===== config.mk =====
export PLATFORM = sky130hd
export DESIGN_NAME = sprite_renderer
export DESIGN_NICKNAME = d
export VERILOG_FILES = /design/src/rtl/sprite_renderer.sv
export SDC_FILE = /design/constraint.sdc
export NUM_CORES = 1
export LEC_CHECK = 0
export CAP_MARGIN = 30
export CORE_MARGIN = 4
export CORE_UTILIZATION = 57
export CTS_BUF_LIST = sky130_fd_sc_hd__clkbuf_4 sky130_fd_sc_hd__clkbuf_8
export CTS_CLUSTER_SIZE = 40
export DETAILED_ROUTE_END_ITERATION = 12
export GPL_TIMING_DRIVEN = 0
export MAX_ROUTING_LAYER = met4
export PLACE_DENSITY = 0.88
export SLEW_MARGIN = 40
export SYNTH_ARGS = -nofsm -noshare
export SYNTH_HDL_FRONTEND = slang
export SYNTH_SLANG_ARGS = --single-unit

===== constraint.sdc =====
create_clock -name pixel_clk_in -period 5.3 [get_ports pixel_clk_in]
set_input_delay 1.06 -clock pixel_clk_in [delete_from_list [all_inputs] [get_ports pixel_clk_in]]
set_output_delay 1.06 -clock pixel_clk_in [all_outputs]
set_load 0.05 [all_outputs]

===== src/rtl/sprite_renderer.sv =====
// Palette-indexed sprite overlay on a raster scan, pixel_out/hit_out L=2+ROM_LAT+PAL_LAT cycles after raster sample.
// Free-running, no backpressure; SPRITE_MIRROR_EN adds mirror_in for horizontal flip.
module sprite_renderer #(
  parameter int         WIDTH           = 32,
  parameter int         HEIGHT          = 32,
  parameter int         SCALE_LOG2      = 0,
  parameter logic [7:0] TRANSPARENT_IDX = 8'h00,
  parameter int         ROM_LAT         = 2,
  parameter int         PAL_LAT         = 2
) (
  input  logic                              pixel_clk_in,
  input  logic                              rst_in,
  input  logic [9:0]                        hcount_in,
  input  logic [8:0]                        vcount_in,
  input  logic [9:0]                        x_in,
  input  logic [8:0]                        y_in,
  input  logic                              pos_valid_in,
`ifdef SPRITE_MIRROR_EN
  input  logic                              mirror_in,
`endif
  input  logic                              enable_in,
  output logic [$clog2(WIDTH*HEIGHT)-1:0]   rom_addr_out,
  input  logic [7:0]                        rom_data_in,
  output logic [7:0]                        pal_addr_out,
  input  logic [11:0]                       pal_rgb_in,
  output logic [11:0]                       pixel_out,
  output logic                              hit_out,
  output logic                              pos_pending_out
);

  localparam int AW = $clog2(WIDTH*HEIGHT);
  localparam int L  = 2 + ROM_LAT + PAL_LAT;
  localparam int DL = L - 1;

  logic [9:0]    act_x, pend_x;
  logic [8:0]    act_y, pend_y;
  logic          frame_start;
  logic [10:0]   x_end;
  logic [9:0]    y_end;
  logic          in_fp;
  logic [9:0]    dx;
  logic [8:0]    dy;
  logic [AW-1:0] col, row, addr_next;
  logic [DL-1:0] fp_dl, en_dl;
  logic [7:0]    idx_d;
  logic          hit_next;
`ifdef SPRITE_MIRROR_EN
  logic          act_mirror, pend_mirror;
`endif

  assign frame_start = (hcount_in == 10'd0) && (vcount_in == 9'd0);

  // Position only moves at frame start so a sprite is never split across two positions.
  always_ff @(posedge pixel_clk_in) begin
    if (rst_in) begin
      act_x           <= '0;
      act_y           <= '0;
      pend_x          <= '0;
      pend_y          <= '0;
      pos_pending_out <= 1'b0;
`ifdef SPRITE_MIRROR_EN
      act_mirror      <= 1'b0;
      pend_mirror     <= 1'b0;
`endif
    end else if (frame_start) begin
      if (pos_valid_in) begin
        act_x <= x_in;
        act_y <= y_in;
`ifdef SPRITE_MIRROR_EN
        act_mirror <= mirror_in;
`endif
      end else if (pos_pending_out) begin
        act_x <= pend_x;
        act_y <= pend_y;
`ifdef SPRITE_MIRROR_EN
        act_mirror <= pend_mirror;
`endif
      end
      pos_pending_out <= 1'b0;
    end else if (pos_valid_in) begin
      pend_x          <= x_in;
      pend_y          <= y_in;
      pos_pending_out <= 1'b1;
`ifdef SPRITE_MIRROR_EN
      pend_mirror     <= mirror_in;
`endif
    end
  end

  // Widened compares keep the footprint from wrapping past the raster edge.
  always_comb begin
    x_end = {1'b0, act_x} + 11'(WIDTH << SCALE_LOG2);
    y_end = {1'b0, act_y} + 10'(HEIGHT << SCALE_LOG2);
    in_fp = (hcount_in >= act_x) && ({1'b0, hcount_in} < x_end) &&
            (vcount_in >= act_y) && ({1'b0, vcount_in} < y_end);
    dx    = hcount_in - act_x;
    dy    = vcount_in - act_y;
    col   = AW'(dx >> SCALE_LOG2);
    row   = AW'(dy >> SCALE_LOG2);
`ifdef SPRITE_MIRROR_EN
    if (act_mirror) col = AW'(WIDTH - 1) - col;
`endif
    addr_next = row * AW'(WIDTH) + col;
  end

  always_ff @(posedge pixel_clk_in) begin
    if (rst_in) begin
      rom_addr_out <= '0;
      fp_dl        <= '0;
      en_dl        <= '0;
    end else begin
      rom_addr_out <= in_fp ? addr_next : '0;
      fp_dl[0]     <= in_fp;
      en_dl[0]     <= enable_in;
      for (int i = 1; i < DL; i++) begin
        fp_dl[i] <= fp_dl[i-1];
        en_dl[i] <= en_dl[i-1];
      end
    end
  end

  assign pal_addr_out = rom_data_in;

  // Index is held back to line up with the palette colour it selected.
  generate
    if (PAL_LAT == 0) begin : g_idx_direct
      assign idx_d = rom_data_in;
    end else begin : g_idx_pipe
      logic [7:0] idx_dl [PAL_LAT];
      always_ff @(posedge pixel_clk_in) begin
        if (rst_in) begin
          for (int i = 0; i < PAL_LAT; i++) idx_dl[i] <= '0;
        end else begin
          idx_dl[0] <= rom_data_in;
          for (int i = 1; i < PAL_LAT; i++) idx_dl[i] <= idx_dl[i-1];
        end
      end
      assign idx_d = idx_dl[PAL_LAT-1];
    end
  endgenerate

  assign hit_next = fp_dl[DL-1] && en_dl[DL-1] && (idx_d != TRANSPARENT_IDX);

  always_ff @(posedge pixel_clk_in) begin
    if (rst_in) begin
      hit_out   <= 1'b0;
      pixel_out <= '0;
    end else begin
      hit_out   <= hit_next;
      pixel_out <= hit_next ? pal_rgb_in : 12'h000;
    end
  end

endmodule


# [Word level (Yosys, flattened, before mapping)]
# Memories as Yosys holds them, arrays and structs flattened.
# Cells that the tools add are included.
[op_classes] n_addsub=5 order_cmp=4 n_mux=9 bitwise=5 reduce_logical=15
[op_table] op="10-bit 2-to-1 mux" count=2
[op_table] op="9-bit 2-to-1 mux" count=2
[op_table] op="8-bit 2-to-1 mux" count=2
[op_table] op="10-bit by 6-bit adder with 11-bit output, second input constant" count=1
[op_table] op="10-bit by 11-bit < comparator with 1-bit output" count=1
[op_table] op="10-bit adder" count=1
[op_table] op="9-bit by 6-bit adder with 10-bit output, second input constant" count=1
[op_table] op="10-bit greater-or-equal comparator" count=1
[op_table] op="10-bit zero test" count=1
[op_table] op="9-bit by 10-bit < comparator with 1-bit output" count=1
[op_table] op="10-bit subtractor" count=1
[op_table] op="9-bit greater-or-equal comparator" count=1
[op_table] op="9-bit zero test" count=1
[op_table] op="8-bit nonzero test" count=1
[op_table] op="1-bit logical AND" count=6
[op_table] op="2-bit OR reduction" count=3
[op_table] op="5-bit subtractor" count=1
[op_table] op="2-bit AND reduction" count=2
[op_table] op="1-bit 2-to-1 mux" count=3
[op_table] op="1-bit NOT" count=3
[op_table] op="1-bit bitwise OR" count=2
[op_table] op="2-bit nonzero test" count=1
[word_totals] reg_bits=72 ram_bits=16 input_bits=62 out_inout_bits=32 word_cells=49 n_memories=1
[memory_table] name="g_idx_pipe.idx_dl" depth=2 width=8 read_ports=2 rd_clocked_by_memory_dff=0 wr=2 line="129" source="logic [7:0] idx_dl [PAL_LAT];"

# [Logic depth before layout (Yosys ltp)]
[logic_depth] word_depth=7 mapped_depth=11

# [Worst setup path after synthesis]
# OpenSTA, ideal clock, no wires.
[synth_path] path_type="in2reg" startpoint="input port vcount_in[0]" endpoint="register rom_addr_out[9]" arrival_ns=3.550 required_time_ns=5.221 setup_slack_ns=1.670 stages=10 path_buffers=0 cell_sequence="inv_1 ha_1 fa_1 fa_1 inv_1 ha_1 o21a_1 a2111oi_0 o211ai_1 a211oi_2"
[synth_between] elab_chain_cells=5 elab_cells_between_ends=8 classes_between="add/sub (2); order compare (2); bitwise (1); reduce/logical (3)"
[synth_rtl] element="start: declaration" line="14" source="input logic [8:0] vcount_in,"
[synth_rtl] element="branches (longest 5 deep; another with 10-bit adder)"
[synth_rtl] element="end signal: assignment" line="112" source="rom_addr_out <= in_fp ? addr_next : '0;"
[synth_rtl] element="end: declaration" line="22" source="output logic [$clog2(WIDTH*HEIGHT)-1:0] rom_addr_out,"
# Parallel ways; which one is timed is not known.
# A chain may end at the register's enable or synchronous reset.

# [Final worst setup path]
# Ends and elaborated chain as after synthesis.

==> flow_metrics.py <==
metrics = {
    "floorplanning": {
        "num_io_pins": 94,
        "placementRows": 31,
        "die-area_um2": 9310,
        "core_area_um2": 7450,
        "die_h_um": 96.5,
        "die_x_um": 96.5,
        "start_util_pct": 59.9,
    },
    "worst_hold_path": {
        "hold_start": "g_idx_pipe.idx_dl[0][6]",
        "worstHoldEndpoint": "g_idx_pipe.idx_dl[0][14]",
        "min_path_cells": 1,
        "min-delay-path-class": "reg2reg",
    },
    "sta": {
        "rsz0062_at_grt": "false",
        "finalCritPeriodShare_pct": 76.6,
        "hold_viol_final": 0,
        "clock.fmax_mhz": 246,
        "slew_headroom_pct": 50.1,
        "tns_ps": 0,
        "layout_min_cycle_time_ps": 4060,
        "slew_viol_final": 0,
        "finalSetupViolCount": 0,
        "worst_pin_slew_ps": 749,
        "clock_skew_ps": 9.35,
        "setup_ws_ps": 1240,
    },
    "synth": {
        "synth_area_um2": 4460,
        "synth_top_family_by_area": "simple AND/OR/NAND/NOR gates",
        "synth_cell_types": 47,
        "synth.area.mux_share_pct": 8.52,
        "async_flop_share_pct": 0,
        "synth_fa_ha_area_share_pct": 15.1,
        "synth-compound-area-share_pct": 11.8,
        "yosys_warnings": 0,
        "synth_flop_cell": "dfxtp_1",
        "ys_seq_area_share_pct": 39.5,
        "netlist_instances": 454,
        "synthSimpleGateAreaFrac_pct": 15.1,
        "ys_ff_latch": 88,
        "synth_enable_flop_cells": 0,
        "synthXorXnorAreaFrac_pct": 2.55,
        "synth_area_per_cell_um2": 9.83,
        "synth_nets": 564,
    },
    "power": {
        "total_power_w": 0.00135,
        "p_switching_w": 0.000362,
        "p_int_w": 0.000983,
        "p_comb_share_pct": 17.8,
        "irDropWorstVdd_uv": 175,
        "power_density_nw_per_um2": 236,
        "pwr-share-seq_pct": 50.9,
        "p_leak_nw": 2.31,
        "power_frac_clock_pct": 31.3,
        "p_sw_share_pct": 26.9,
    },
    "final_layout": {
        "post-route-util_pct": 76.5,
        "drive_gt1_share_pct": 8.53,
        "final_cell_mix": "clkdlybuf4s50_1 (93), dfxtp_1 (88), nor2_1 (48)",
        "diodes": 0,
        "layoutNonFillerInstCount": 662,
        "area_growth_pct": 27.6,
        "final_common_cell": "clkdlybuf4s50_1",
        "nNetsFinal": 668,
    },
    "route": {
        "drtIter0Drc": 174,
        "wl_per_cell_um": 14.9,
        "vias": 3513,
        "detail-route-antenna-nets": 0,
        "drc_errors": 0,
        "avgViaCountPerCell": 5.31,
        "dr.pass1.iters": 4,
        "routed_wl_um": 9870,
    },
    "cts": {
        "cts_sinks": 88,
        "cts_root_buf": "clkbuf_8",
        "max-clock-path-buffers": 2,
        "cts_buffers": 9,
        "clock_latency_ps": 350,
        "cts_tree": "built",
        "post_cts_buffers": 0,
        "h-tree-depth": 3,
        "ctsResizeCount": 0,
        "postCtsHoldBufs": 0,
        "clkTransAtPathRegs_ps": 80,
    },
    "worst_setup_path": {
        "worst_setup_path_end_kind": "register",
        "path_max_fanout": 3,
        "reg2reg_from": "act_y[1]",
        "cp_slowest_cell": "a2111oi_0",
        "path_cells": "clkdlybuf4s50_1 -> inv_1 -> ha_1 -> fa_1 -> fa_1 -> inv_1 -> ha_1 -> o21a_1 -> a2111oi_0 -> o211ai_1 -> a211oi_2",
        "arrival_ps": 4330,
        "crit_required_ps": 5570,
        "r2r_slack_ps": 2130,
        "r2r_cells": 10,
        "critPathKind": "in2reg",
        "max_stage_delay_ps": 630,
        "reg2reg_to": "rom_addr_out[9]",
        "startpoint_type": "input pin",
    },
    "flow_run": {
        "max-cap-violations": 0,
    },
    "placed_design": {
        "place_ws_ps": 913,
        "port_buffers": 93,
        "place_congestion": 0.868,
        "post-dp-hpwl_um": 7870,
        "place_inst": 646,
    },
    "global_routing": {
        "globalRouteOverflowTotal": 0,
        "grt_use_total_pct": 23.2,
        "grt_pass1_vias": 3600,
        "grt_pass1_wl_um": 16300,
        "antenna_found_initial": 0,
        "grt_max_degree": 16,
    },
    "run_status": {
        "status": "completed",
    },
}
-- metrics by stage --
step | cell area, um2 | hold WS (ps)
finish | 5700 | 439
global route | 5700 | 461
CTS | 5700 | 444
detailed placement | 5520 | 425
global placement | 5520 | 419
floorplan | 4460 | 414
-- registers in the layout, summed over array words and instances, names as in the netlist --
signal	flops
act_x	10
act_y	9
en_dl	5
fp_dl	5
g_idx_pipe.idx_dl	16
hit_out	1
pend_x	10
pend_y	9
pixel_out	12
pos_pending_out	1
rom_addr_out	10
-- area by class of cell --
cell class | count | area [um2]
Sequential cell | 88 | 1760
Clock inverter | 6 | 41.3
Tap cell | 99 | 124
Clock buffer | 10 | 138
Timing Repair Buffer | 93 | 931
Buffer | 26 | 163
Fill cell | 553 | 1750
Multi-Input combinational cell | 296 | 2370
Inverter | 44 | 165
-- cell families (layout without fill, tap and decap cells) --
group,Yosys count,count (layout)
adders and majority gates,48,48
xor gates and xnor gates,13,13
and+or+nand+nor,131,131
buffers and inverters,70,179
muxes,38,38
DFF,88,88
AOI/OAI and AO/OA,66,66
-- power groups by stage --
stage	Combinational, W	Clock (W)	Sequential [W]
after floorplan	0.000142	0	0.000704
after global placement	0.000230	0	0.000699
after detailed placement	0.000238	0	0.000700
after CTS	0.000240	0.000427	0.000684
after global routing	0.000263	0.000457	0.000686
final	0.000240	0.000421	0.000684
-- synth_stat cells (all sizes together) (5+ instances only) --
| master | number | share of area, % |
|---|---|---|
| o21ai | 9 | 1.0 |
| fa | 10 | 4.5 |
| nand2 | 5 | 0.42 |
| ha | 38 | 11 |
| dfxtp | 88 | 39 |
| buf | 18 | 3.0 |
| nor4 | 8 | 1.1 |
| a211oi | 21 | 4.8 |
| xnor2 | 10 | 2.0 |
| and2 | 12 | 1.7 |
| clkbuf | 8 | 0.67 |
| a21oi | 8 | 0.90 |
| nor2b | 30 | 4.2 |
| nor3 | 12 | 1.5 |
| mux2i | 38 | 8.5 |
| nor2 | 48 | 4.0 |
| nand3 | 6 | 0.67 |
| inv | 44 | 3.7 |
-- worst max path at each step --
stage,startpoint,to,slack [ps],cells past startpoint
2_1_floorplan,vcount_in[0],rom_addr_out[9],1670,10
3_3_place_gp,vcount_in[0],rom_addr_out[9],1030,11
3_5_place_dp,vcount_in[0],rom_addr_out[9],910,11
4_1_cts,vcount_in[0],rom_addr_out[9],1260,11
5_1_grt,vcount_in[0],rom_addr_out[9],1150,11
6_report,vcount_in[0],rom_addr_out[9],1240,11
-- metal layers --
| metal | routed length (um) | vias up | global-route usage (%) |
|---|---|---|---|
| met5 | 0 | - | - |
| met4 | 91 | 0 | 4.91 |
| met3 | 459 | 7 | 4.34 |
| met2 | 5290 | 83 | 42.3 |
| met1 | 4030 | 1677 | 26.4 |
| li1 | - | 1746 | - |
-- worst max-delay path, delay by kind of cell --
family / cells / cell delay [ps]
adder cells (fa/ha/maj): 4 / 1500
AO/OA/AOI/OAI: 4 / 1190
buffers and inverters: 3 / 580
No activity file was read; power rests on OpenSTA's default activity.
